`src/rtl/csr_pkg.sv`:
```
// Shared definitions for the CSR execution sequencer: CSR addresses, funct3 encodings,
// sequencer states and the list of CSR addresses that csr_file implements.
package csr_pkg;

    localparam logic [11:0] CSR_MSTATUS   = 12'h300;
    localparam logic [11:0] CSR_MTVEC     = 12'h305;
    localparam logic [11:0] CSR_MEPC      = 12'h341;
    localparam logic [11:0] CSR_MCAUSE    = 12'h342;
    localparam logic [11:0] CSR_MCYCLE    = 12'hB00;
    localparam logic [11:0] CSR_MCYCLEH   = 12'hB80;
    localparam logic [11:0] CSR_MVENDORID = 12'hF11;
    localparam logic [11:0] CSR_MARCHID   = 12'hF12;

    typedef enum logic [2:0] {
        F3_PRIV = 3'b000,
        F3_RW   = 3'b001,
        F3_RS   = 3'b010,
        F3_RC   = 3'b011,
        F3_RSV  = 3'b100,
        F3_RWI  = 3'b101,
        F3_RSI  = 3'b110,
        F3_RCI  = 3'b111
    } funct3_e;

    typedef enum logic [2:0] {
        ST_IDLE,
        ST_READ,
        ST_WRITE,
        ST_TRAP,
        ST_RESP
    } state_e;

    function automatic logic csr_implemented(input logic [11:0] addr);
        case (addr)
            CSR_MSTATUS, CSR_MTVEC, CSR_MEPC, CSR_MCAUSE,
            CSR_MCYCLE, CSR_MCYCLEH, CSR_MVENDORID, CSR_MARCHID: return 1'b1;
            default: return 1'b0;
        endcase
    endfunction

endpackage

```
`src/rtl/csr_alu.sv`:
```
// Combinational read-modify-write datapath: merges the old CSR value with the source
// operand according to funct3 and decides whether csr_file is actually written.
module csr_alu
    import csr_pkg::*;
#(
    parameter int XLEN = 32
) (
    input  logic [2:0]      funct3,
    input  logic [4:0]      rs1_idx,
    input  logic [XLEN-1:0] rs1_data,
    input  logic [XLEN-1:0] old,
    output logic [XLEN-1:0] wdata,
    output logic            write_en
);

    logic [XLEN-1:0] src;

    // Immediate forms use the rs1 field itself as a zero-extended 5-bit operand.
    assign src = funct3[2] ? {{(XLEN-5){1'b0}}, rs1_idx} : rs1_data;

    always_comb begin
        wdata    = old;
        write_en = 1'b0;
        case (funct3_e'(funct3))
            F3_RW, F3_RWI: begin
                wdata    = src;
                write_en = 1'b1;
            end
            F3_RS, F3_RSI: begin
                wdata    = old | src;
                write_en = (rs1_idx != 5'd0);
            end
            F3_RC, F3_RCI: begin
                wdata    = old & ~src;
                write_en = (rs1_idx != 5'd0);
            end
            default: begin
                wdata    = old;
                write_en = 1'b0;
            end
        endcase
    end

endmodule

```
`src/rtl/csr_exec_unit.sv`:
```
// Sequencer in front of csr_file: runs CSR read-modify-write or ECALL/MRET trap handshakes,
// one instruction at a time. Optional macro CSR_ILLEGAL_CHECK_EN enables illegal-instruction traps.
module csr_exec_unit
    import csr_pkg::*;
#(
    parameter int XLEN   = 32,
    parameter int ADDR_W = 12
) (
    input  logic              clk,
    input  logic              rst,
    input  logic              req_valid,
    output logic              req_ready,
    input  logic [2:0]        req_funct3,
    input  logic [ADDR_W-1:0] req_csr,
    input  logic [4:0]        req_rs1_idx,
    input  logic [XLEN-1:0]   req_rs1_data,
    input  logic [XLEN-1:0]   req_pc,
    input  logic              req_ecall,
    input  logic              req_mret,
    output logic [ADDR_W-1:0] csr_addr,
    output logic [XLEN-1:0]   csr_wdata,
    output logic              csr_write,
    input  logic [XLEN-1:0]   csr_rdata,
    output logic [XLEN-1:0]   pc,
    output logic              is_ecall,
    output logic              is_mret,
    input  logic [XLEN-1:0]   mtvec_in,
    input  logic [XLEN-1:0]   mepc_in,
    output logic              resp_valid,
    output logic [XLEN-1:0]   resp_rd_data,
    output logic              redirect_valid,
    output logic [XLEN-1:0]   redirect_pc,
    output logic              illegal
);

    state_e            state_reg, state_next;
    logic              ecall_reg;
    logic              mret_reg;
    logic [2:0]        funct3_reg;
    logic [ADDR_W-1:0] addr_reg;
    logic [4:0]        idx_reg;
    logic [XLEN-1:0]   data_reg;
    logic [XLEN-1:0]   pc_reg;
    logic [XLEN-1:0]   old_reg;
    logic [XLEN-1:0]   redirect_pc_reg;

    logic [XLEN-1:0]   alu_wdata;
    logic              alu_write_en;
    logic              illegal_w;
    logic              trap_w;
    logic              rd_zero_w;

    csr_alu #(.XLEN(XLEN)) u_alu (
        .funct3   (funct3_reg),
        .rs1_idx  (idx_reg),
        .rs1_data (data_reg),
        .old      (old_reg),
        .wdata    (alu_wdata),
        .write_en (alu_write_en)
    );

`ifdef CSR_ILLEGAL_CHECK_EN
    logic illegal_reg;
    logic illegal_next;
    logic would_write;

    // Decided at accept time: everything it depends on is in the request itself.
    assign would_write  = (req_funct3[1:0] == 2'b01) || (req_rs1_idx != 5'd0);
    assign illegal_next = !(req_ecall || req_mret) &&
                          ((req_funct3[1:0] == 2'b00) ||
                           !csr_implemented(req_csr) ||
                           (would_write && (req_csr[11:10] == 2'b11)));
    assign illegal_w    = illegal_reg;

    always_ff @(posedge clk) begin
        if (rst) begin
            illegal_reg <= 1'b0;
        end else if (state_reg == ST_IDLE && req_valid) begin
            illegal_reg <= illegal_next;
        end
    end
`else
    assign illegal_w = 1'b0;
`endif

    assign trap_w    = ecall_reg | mret_reg;
    assign rd_zero_w = trap_w | illegal_w | (funct3_reg[1:0] == 2'b00);

    always_ff @(posedge clk) begin
        if (rst) begin
            state_reg       <= ST_IDLE;
            ecall_reg       <= 1'b0;
            mret_reg        <= 1'b0;
            funct3_reg      <= '0;
            addr_reg        <= '0;
            idx_reg         <= '0;
            data_reg        <= '0;
            pc_reg          <= '0;
            old_reg         <= '0;
            redirect_pc_reg <= '0;
        end else begin
            state_reg <= state_next;
            if (state_reg == ST_IDLE && req_valid) begin
                ecall_reg  <= req_ecall;
                mret_reg   <= req_mret & ~req_ecall;
                funct3_reg <= req_funct3;
                addr_reg   <= req_csr;
                idx_reg    <= req_rs1_idx;
                data_reg   <= req_rs1_data;
                pc_reg     <= req_pc;
            end
            if (state_reg == ST_READ) begin
                old_reg <= csr_rdata;
            end
            // Illegal ops redirect to mtvec, sampled in WRITE; traps pick their target in TRAP.
            if (state_reg == ST_WRITE) begin
                redirect_pc_reg <= mtvec_in;
            end
            if (state_reg == ST_TRAP) begin
                redirect_pc_reg <= ecall_reg ? mtvec_in : mepc_in;
            end
        end
    end

    always_comb begin
        state_next     = state_reg;
        req_ready      = 1'b0;
        csr_addr       = '0;
        csr_wdata      = '0;
        csr_write      = 1'b0;
        pc             = '0;
        is_ecall       = 1'b0;
        is_mret        = 1'b0;
        resp_valid     = 1'b0;
        resp_rd_data   = '0;
        redirect_valid = 1'b0;
        redirect_pc    = '0;
        illegal        = 1'b0;
        case (state_reg)
            ST_IDLE: begin
                req_ready = 1'b1;
                if (req_valid) begin
                    state_next = (req_ecall || req_mret) ? ST_TRAP : ST_READ;
                end
            end
            ST_READ: begin
                csr_addr   = addr_reg;
                state_next = ST_WRITE;
            end
            ST_WRITE: begin
                csr_addr   = addr_reg;
                csr_wdata  = alu_wdata;
                csr_write  = alu_write_en & ~illegal_w;
                state_next = ST_RESP;
            end
            ST_TRAP: begin
                if (ecall_reg) begin
                    is_ecall = 1'b1;
                    pc       = pc_reg;
                end else begin
                    is_mret = 1'b1;
                end
                state_next = ST_RESP;
            end
            ST_RESP: begin
                resp_valid     = 1'b1;
                resp_rd_data   = rd_zero_w ? '0 : old_reg;
                redirect_valid = trap_w | illegal_w;
                redirect_pc    = (trap_w | illegal_w) ? redirect_pc_reg : '0;
                illegal        = illegal_w;
                state_next     = ST_IDLE;
            end
            default: state_next = ST_IDLE;
        endcase
        // A reset landing mid-operation must not leak a write, pulse or response that cycle.
        if (rst) begin
            state_next     = ST_IDLE;
            csr_write      = 1'b0;
            is_ecall       = 1'b0;
            is_mret        = 1'b0;
            resp_valid     = 1'b0;
            redirect_valid = 1'b0;
            illegal        = 1'b0;
        end
    end

endmodule

```
`config.mk`:
```
export PLATFORM = sky130hd
export DESIGN_NAME = csr_exec_unit
export DESIGN_NICKNAME = d
export VERILOG_FILES = /design/src/rtl/csr_pkg.sv /design/src/rtl/csr_alu.sv /design/src/rtl/csr_exec_unit.sv
export SDC_FILE = /design/constraint.sdc
export NUM_CORES = 1
export LEC_CHECK = 0
export BUFFER_PORTS_ARGS = -buffer_cell sky130_fd_sc_hd__buf_2
export CORE_AREA = 2 2 128 130
export DETAILED_ROUTE_END_ITERATION = 6
export DIE_AREA = 0 0 130 132
export PLACE_DENSITY = 0.83
export SLEW_MARGIN = 30
export SYNTH_ARGS = -nofsm -noshare
export SYNTH_HDL_FRONTEND = slang
export SYNTH_SLANG_ARGS = --single-unit
export TNS_END_PERCENT = 50
```
`constraint.sdc`:
```
create_clock -name clk -period 1.75 [get_ports clk]
set_input_delay 0.175 -clock clk [delete_from_list [all_inputs] [get_ports clk]]
set_output_delay 0.175 -clock clk [all_outputs]
set_load 0.03 [all_outputs]
```
* Word-level counts from Yosys, hierarchy flattened
Index checks and enable logic that the tools add are counted.
Word-level totals: flip-flop bits (word level) 153, input bits 185, output and inout port bits 147, logic and storage cells 70
Cells by class: eq/ne operators 11, mux-type cells 30, bitwise gates (word level) 7, reduce and logical (&&, ||, !) cells 12
Operators with widths (count):
- 2-to-1 mux 32 bit | 11
- one-hot mux 32 bit (3 select lines) | 1
- bitwise AND 32 bit | 1
- NOT 32 bit | 1
- OR 32 bit | 1
- 2-to-1 mux 1 bit | 13
- == test 3 x 2 -> 1 bit (second input constant) | 4
- == test 3 bit (second input constant) | 4
- 2-to-1 mux 12 bit | 1
- OR reduction 2 bit | 5
- one-hot mux 3 bit (3 select lines) | 1
- == test 3 x 1 -> 1 bit (second input constant) | 2
- nonzero test 5 bit | 1
- OR reduction 4 bit | 1
- logical NOT 3 bit | 1
- 2-to-1 mux 3 bit | 1
- logical NOT 2 bit | 1
- 2-to-1 mux 2 bit | 1
- != test 2 bit (second input constant) | 1
- OR 1 bit | 2
- one-hot mux 1 bit (2 select lines) | 1
- nonzero test 2 bit | 1
- bitwise AND 1 bit | 1
- logical AND 1 bit | 1
- 2 further kinds | 2

* Depth between registers and ports, before layout
Gate-level depths: netlist of run 1.
depth in word-level cells 5, mapped depth 8, mapped depth without buffers 4

* By module
A second synthesis of run 1 with hierarchy kept.
Unflattened totals: cells, all modules 1026, area, all modules 7609.8 um2
By module, submodules not included:
- csr_exec_unit | times used 1, cells an instance 880, area an instance 6628.9 um2
- csr_alu | times used 1, cells an instance 146, area an instance 980.9 um2

* Worst setup path before layout of run 1
No wires, ideal clock.
path kind reg2out, start point register funct3_reg[1], end point output csr_write, data arrival time 2225 ps, slack -650 ps, cell stages (with the launch flop) 5, buffers on the path 1, path through dfxtp_1 buf_4 inv_1 nor4_1 a2111oi_0
Between the ends: cells in the longest elaborated chain, start to end 5, elaborated cells on any way between the ends 11, those cells by class eq/ne: 6; mux: 3; reduce/logical: 2
Ends and longest elaborated chain:
- start: declaration | RTL line csr_exec_unit.sv:39 | logic [2:0] funct3_reg;
- start signal: assignment | RTL line csr_exec_unit.sv:106 | funct3_reg <= req_funct3;
- == test 3 x 2 -> 1 bit (tied with other cells) | RTL line csr_alu.sv:24 | case (funct3_e'(funct3))
- OR reduction 4 bit (no line) / OR reduction 2 bit (equally long branches)
- one-hot mux 1 bit (2 select lines) (*) | RTL line csr_alu.sv:24
- 2-to-1 mux 1 bit (*) | RTL line csr_exec_unit.sv:139 | case (state_reg)
- 2-to-1 mux 1 bit (*) | RTL line csr_exec_unit.sv:176 | if (rst) begin
- end: declaration | RTL line csr_exec_unit.sv:22 | output logic csr_write,
Every way passes the cells marked *; elsewhere a longest branch is shown, timed or not.

* Worst setup path in the final report of run 1
start point register funct3_reg[1], end point output csr_wdata[30]
Between the ends: cells in the longest elaborated chain, start to end 4, elaborated cells on any way between the ends 11, those cells by class eq/ne: 6; mux: 2; reduce/logical: 3
Ends and longest elaborated chain:
- == test 3 x 2 -> 1 bit (tied with other cells) | RTL line csr_alu.sv:24
- OR reduction 2 bit | RTL line csr_alu.sv:24
- one-hot mux 32 bit (3 select lines) (*) | RTL line csr_alu.sv:24
- 2-to-1 mux 32 bit (*) | RTL line csr_exec_unit.sv:139
- end: declaration | RTL line csr_exec_unit.sv:21 | output logic [XLEN-1:0] csr_wdata,
Marked as above.

==> results of run 1 <==
Yosys cell counts, types with 6 or more instances:
cell	instances	area share
a211oi_1	32	0.033
buf_2	23	0.016
nor2b_1	35	0.030
a21oi_1	123	0.084
and2_1	109	0.093
buf_4	6	0.0062
o21ai_0	28	0.019
a22oi_1	27	0.028
dfxtp_1	153	0.42
mux2i_1	37	0.051
clkbuf_1	44	0.023
nand2_1	238	0.12
buf_6	7	0.011
nor2_1	69	0.035
worst max-delay path, delay by kind of cell, from the launching register on:
kind                   cells  cell delay (ns)
flip-flops                 1             0.36
AND/OR/NAND/NOR            1             0.09
buffers and inverters      3             0.55
AO/OA/AOI/OAI              2             0.56
where the power goes:
| part | switching [mW] | internal (mW) | total [mW] |
|---|---|---|---|
| registers | 0.292 | 3.80 | 4.09 |
| clock network | 1.62 | 2.33 | 3.95 |
| logic | 1.37 | 1.09 | 2.46 |
| total | 3.28 | 7.22 | 10.5 |
metrics by stage:
stage          cell area (um2)  power [mW]  hold WS [ns]
6_report                 12690       10.50     -0.008483
5_1_grt                  12680       10.83      0.007755
4_1_cts                  12000       10.02     0.0004207
3_5_place_dp              9269       5.787        0.4204
3_3_place_gp              9269       5.735        0.4165
2_1_floorplan             7351       5.176        0.3110
final cells by class:
cell class | instances | share of cell area
Antenna cell | 5 | 0.0009863
Clock buffer | 18 | 0.03462
Clock inverter | 14 | 0.01460
Inverter | 2 | 0.0005918
Multi-Input combinational cell | 725 | 0.3440
Sequential cell | 153 | 0.2435
Tap cell | 216 | 0.02130
Timing Repair Buffer | 492 | 0.3404
layer usage:
| metal | part of all wire | routed length [um] | track usage | vias up |
|---|---|---|---|---|
| met5 | 0 | 0 | 0 | - |
| met4 | 0.093 | 3337 | 0.2479 | 0 |
| met3 | 0.11 | 3839 | 0.09659 | 292 |
| met2 | 0.48 | 17160 | 0.6161 | 849 |
| met1 | 0.32 | 11530 | 0.3648 | 4357 |
| li1 | - | - | - | 4053 |
repair_timing:
| item | in CTS | in global routing |
|---|---|---|
| hold endpoints to repair | 96 | 0 |
| setup buffers | 13 | 10 |
| resized for setup | 276 | 198 |
| setup endpoints to repair | 143 | 232 |
| pin swaps | 43 | 30 |
| cloned | 7 | 6 |
| hold buffers | 96 | 0 |
kinds of logic after synthesis:
| family | count (synthesis) | share of synthesized area |
|---|---|---|
| AO/OA/AOI/OAI | 223 | 0.1769 |
| buffers and inverters | 85 | 0.05776 |
| other | 1 | 0.0005122 |
| AND/OR/NAND/NOR | 463 | 0.2948 |
| multiplexers | 37 | 0.05058 |
| XOR/XNOR | 1 | 0.001196 |
| flip-flops | 153 | 0.4183 |
how the worst max path moves through the flow:
stage	start	to	cells past startpoint
2_1_floorplan	funct3_reg[1]$_SDFFE_PP0P_	csr_wdata[20]	7
3_3_place_gp	funct3_reg[0]$_SDFFE_PP0P_	csr_wdata[27]	6
3_5_place_dp	state_reg[2]$_SDFFE_PP0P_	mret_reg$_SDFFE_PP0P_	6
4_1_cts	funct3_reg[1]$_SDFFE_PP0P_	csr_wdata[17]	7
5_1_grt	funct3_reg[0]$_SDFFE_PP0P_	csr_wdata[23]	6
6_report	funct3_reg[1]$_SDFFE_PP0P_	csr_wdata[30]	6
==> impl_metrics.ini, run 1 <==
[status]
outcome = finished with violations
failed_checks = DRC, hold timing, setup timing

[setup_path]
r2r_cells = 7
r2r_setup_slack_ns = -0.04
crit_type = reg -> out
start_kind = register
critPathMaxStageDelay_ns = 0.36
required_ns = 1.57
crit_slowest_cell = dfxtp_4
endpoint_kind = output pin
arrival_ns = 1.98
path_cells = inv_2 -> buf_4 -> o21ai_0 -> a22oi_2 -> nor2_1 -> buf_4
crit_top_cell = buf_4
worstReg2RegEnd = pc_reg[0]$_SDFFE_PP0P_
r2r-start = state_reg[2]$_SDFFE_PP0P_
cp_max_fo = 27

[grt]
grt_pass1_vias = 8926
grt_start_max_net_pins = 84
grt_usage = 0.3550
grt_pass1_wl_um = 47220
overflow = 0
antenna_found_initial = 4

[cells_and_area]
fin_nets = 1576
drive_above_1_share = 0.4131
area.sequential_um2 = 3089
nFillCells = 837
multiInputGateArea_um2 = 4364
final_common_cell = nand2_1
finalNonFillerCells = 1625
fin_util = 0.8074
final_cell_mix = nand2_1 (233), buf_2 (185), dfxtp_1 (144), a21oi_1 (122), buf_6 (119)
area_growth_pct = 73.26

[floorplanning]
dieArea_um2 = 17160
die_h_um = 132
row_count = 46
die_w_um = 130
io-pin-count = 332
core_area_um2 = 15710
start_util = 0.4660

[route]
ant_nets = 0
routed_via_density = 5.878
post-route-drc-count = 4
via_count = 9551
wire_per_inst_um = 22.07
drt-initial-drc-count = 827
first_pass_iters = 7
wl_um = 35870

[clock_tree]
clk_pin_slew_ns = 0.07
numCtsBuffers = 17
cts.path.max_buffers = 2
cts_tree = built
cts_root_buf = clkbuf_16
htree_num_levels = 4
worstSkewPairLatency_ns = 0.42
cts.sinks = 153

[sta]
hold_slack_ns = -0.008483
slew_viol_final = 0
skew_ns = 0.01060
setup_tns_ns = -32.88
fin_ws_ns = -0.4017
period_share = 1.230
setup_viol_count_final = 148
rsz0062_at_grt = true
hold_viol = 1
fmax_mhz = 464.8
finalCriticalPeriod_ns = 2.152

[logic_synthesis]
synth_nets = 1148
synthFlopType = dfxtp_1
synth_area_per_cell_um2 = 7.603
synth_edf_count = 0
netlist_area_um2 = 7322
ys_ff_latch = 153
synthCells = 963
async_reset_ff_frac = 0
yosysSeqAreaShare = 0.4183
ys_types = 33
yosysWarnings = 0

[placement]
dp.cells = 1459
place_congestion = 0.8583
pre_cts_ws_ns = 0.1201
portBuffers = 330
dp_hpwl_um = 16290

[pwr]
max-vdd-ir-drop_v = 0.0008539
p_leak_nw = 5.548
p_per_area_nw_per_um2 = 827.7

[run]
drv_cap = 0

[worst_hold_path]
hold_path.class = in -> reg
worstHoldStart = req_pc[17]
holdPathStages = 3
hold_end = pc_reg[17]$_SDFFE_PP0P_
(Power assumes the default switching activity.)
==> run 2: changes to the inputs <==
--- a/config.mk
+++ b/config.mk
@@ -6,10 +6,10 @@
 export NUM_CORES = 1
 export LEC_CHECK = 0
 export BUFFER_PORTS_ARGS = -buffer_cell sky130_fd_sc_hd__buf_2
-export CORE_AREA = 2 2 128 130
+export CORE_AREA = 2 2 131 133
 export DETAILED_ROUTE_END_ITERATION = 6
-export DIE_AREA = 0 0 130 132
-export PLACE_DENSITY = 0.83
+export DIE_AREA = 0 0 133 135
+export PLACE_DENSITY = 0.8
 export SLEW_MARGIN = 30
 export SYNTH_ARGS = -nofsm -noshare
 export SYNTH_HDL_FRONTEND = slang
==> constraint.sdc (replaced) <==
create_clock -name clk -period 2.6 [get_ports clk]
set_input_delay 0.26 -clock clk [delete_from_list [all_inputs] [get_ports clk]]
set_output_delay 0.26 -clock clk [all_outputs]
set_load 0.03 [all_outputs]
==> impl_metrics.ini, run 2 (synthesis results as in run 1) <==
[status]
outcome = finished clean

[grt]
grt_pass1_wl_um = 35420
grt_start_max_net_pins = 88
overflow = 0
grt_pass1_vias = 7031
antenna_found_initial = 2
grt_usage = 0.2486

[clock_tree]
worstSkewPairLatency_ns = 0.42
cts.path.max_buffers = 2
cts_tree = built
cts_hold_buf = 0
cts.sinks = 153
htree_num_levels = 4
clk_pin_slew_ns = 0.07
cts_setup_buffers = 0
cts_root_buf = clkbuf_16
numCtsBuffers = 17

[run]
drv_cap = 0

[sta]
skew_ns = 0.009099
fin_ws_ns = 0.1370
setup_tns_ns = 0
setup_viol_count_final = 0
period_share = 0.9473
max_slew_margin = 0.3766
worstMarginPinSlew_ns = 0.9352
slew_viol_final = 0
rsz0062_at_grt = false
hold_slack_ns = 0.07382
hold_viol = 0
fmax_mhz = 406.0
finalCriticalPeriod_ns = 2.463

[cells_and_area]
area_growth_pct = 31.34
area.sequential_um2 = 3064
multiInputGateArea_um2 = 3862
nFillCells = 1528
final_cell_mix = buf_2 (329), nand2_1 (237), dfxtp_1 (152), a21oi_1 (123), and2_1 (108)
drive_above_1_share = 0.3122
fin_nets = 1434
final_common_cell = buf_2

[route]
wire_per_inst_um = 15.66
ant_nets = 0
post-route-drc-count = 0
first_pass_iters = 5
via_count = 7649
routed_via_density = 5.154
wl_um = 23240
drt-initial-drc-count = 331

[setup_path]
crit_type = reg -> out
r2r_setup_slack_ns = 0.79
required_ns = 2.34
r2r_cells = 4
r2r-start = state_reg[2]$_SDFFE_PP0P_
cp_max_fo = 32
endpoint_kind = output pin
worstReg2RegEnd = pc_reg[1]$_SDFFE_PP0P_
arrival_ns = 2.20
setup.worst_path.start = state_reg[2]$_SDFFE_PP0P_
setup.worst_path.end = resp_rd_data[0]
start_kind = register

[floorplanning]
core_area_um2 = 16410
die_h_um = 135
io-pin-count = 332
row_count = 47
dieArea_um2 = 17960
die_w_um = 133
start_util = 0.4463

[placement]
dp_hpwl_um = 16540
pre_cts_ws_ns = 0.5794
place_congestion = 0.8691
portBuffers = 330

[pwr]
power_mw = 6.218
max-vdd-ir-drop_v = 0.0004579
p_leak_nw = 4.549
p_per_area_nw_per_um2 = 646.6

[worst_hold_path]
hold_path.class = in -> reg
-- run 2: cell count changes in the layout (fill, tap and decap cells not counted), moves of 39 or more --
cell / change
and2_1: +73
and2_4: -74
buf_2: +144
buf_4: -39
buf_6: -119
dlygate4sd3_1: -96
-- run 2: critical path, stage by stage (launching register included) --
cell and delay [ns]:
dfxtp_1 0.56, nand2_1 0.26, nor4_4 0.25, buf_4 0.34, and2_1 0.18, buf_2 0.20
-- run 2: worst min path at each step --
stage | start | slack, ns | cells after the start | to
2_1_floorplan | req_csr[0] | 0.40 | 2 | addr_reg[0]$_SDFFE_PP0P_
3_3_place_gp | pc_reg[8]$_SDFFE_PP0P_ | 0.44 | 2 | pc_reg[8]$_SDFFE_PP0P_
3_5_place_dp | pc_reg[8]$_SDFFE_PP0P_ | 0.44 | 2 | pc_reg[8]$_SDFFE_PP0P_
4_1_cts | req_csr[4] | 0.06 | 3 | addr_reg[4]$_SDFFE_PP0P_
5_1_grt | req_csr[4] | 0.07 | 3 | addr_reg[4]$_SDFFE_PP0P_
6_report | req_pc[25] | 0.07 | 3 | pc_reg[25]$_SDFFE_PP0P_
-- run 2: final cells by class --
type,instances,area share
diodes,2,0.0005204
clock buffers,19,0.04710
clock inverters,13,0.01379
inverters,2,0.0007806
multi-input cells,725,0.4016
flip-flops and latches,153,0.3186
well taps,220,0.02862
repair buffers,350,0.1889
-- run 2: power breakdown --
| group | leakage [nW] | internal (mW) | switching [mW] | total, mW |
|---|---|---|---|---|
| Combinational | 3.02 | 0.410 | 0.662 | 1.07 |
| Clock | 0.276 | 1.39 | 1.05 | 2.44 |
| Sequential | 1.25 | 2.56 | 0.146 | 2.70 |
-- run 2: metrics by stage --
step	utilization	instance area (um2)	instances
3_5_place_dp	0.5501	9025	1450
5_1_grt	0.5861	9617	1484
4_1_cts	0.5858	9610	1482
2_1_floorplan	-	7322	963
3_3_place_gp	0.5501	9025	1450
6_report	0.5861	9617	1484
-- run 2: what timing repair did --
item,4_1_cts,5_1_grt
endpoints found under the hold margin,0,0
resized for setup,0,1
endpoints found under the setup margin,0,1
-- run 2: metal layers --
layer / global-route usage / vias up / wire length, um
li1: - / 3753 / -
met1: 0.2957 / 3522 / 9427
met2: 0.4416 / 330 / 11620
met3: 0.04655 / 44 / 1547
met4: 0.1027 / 0 / 646
met5: 0 / - / 0
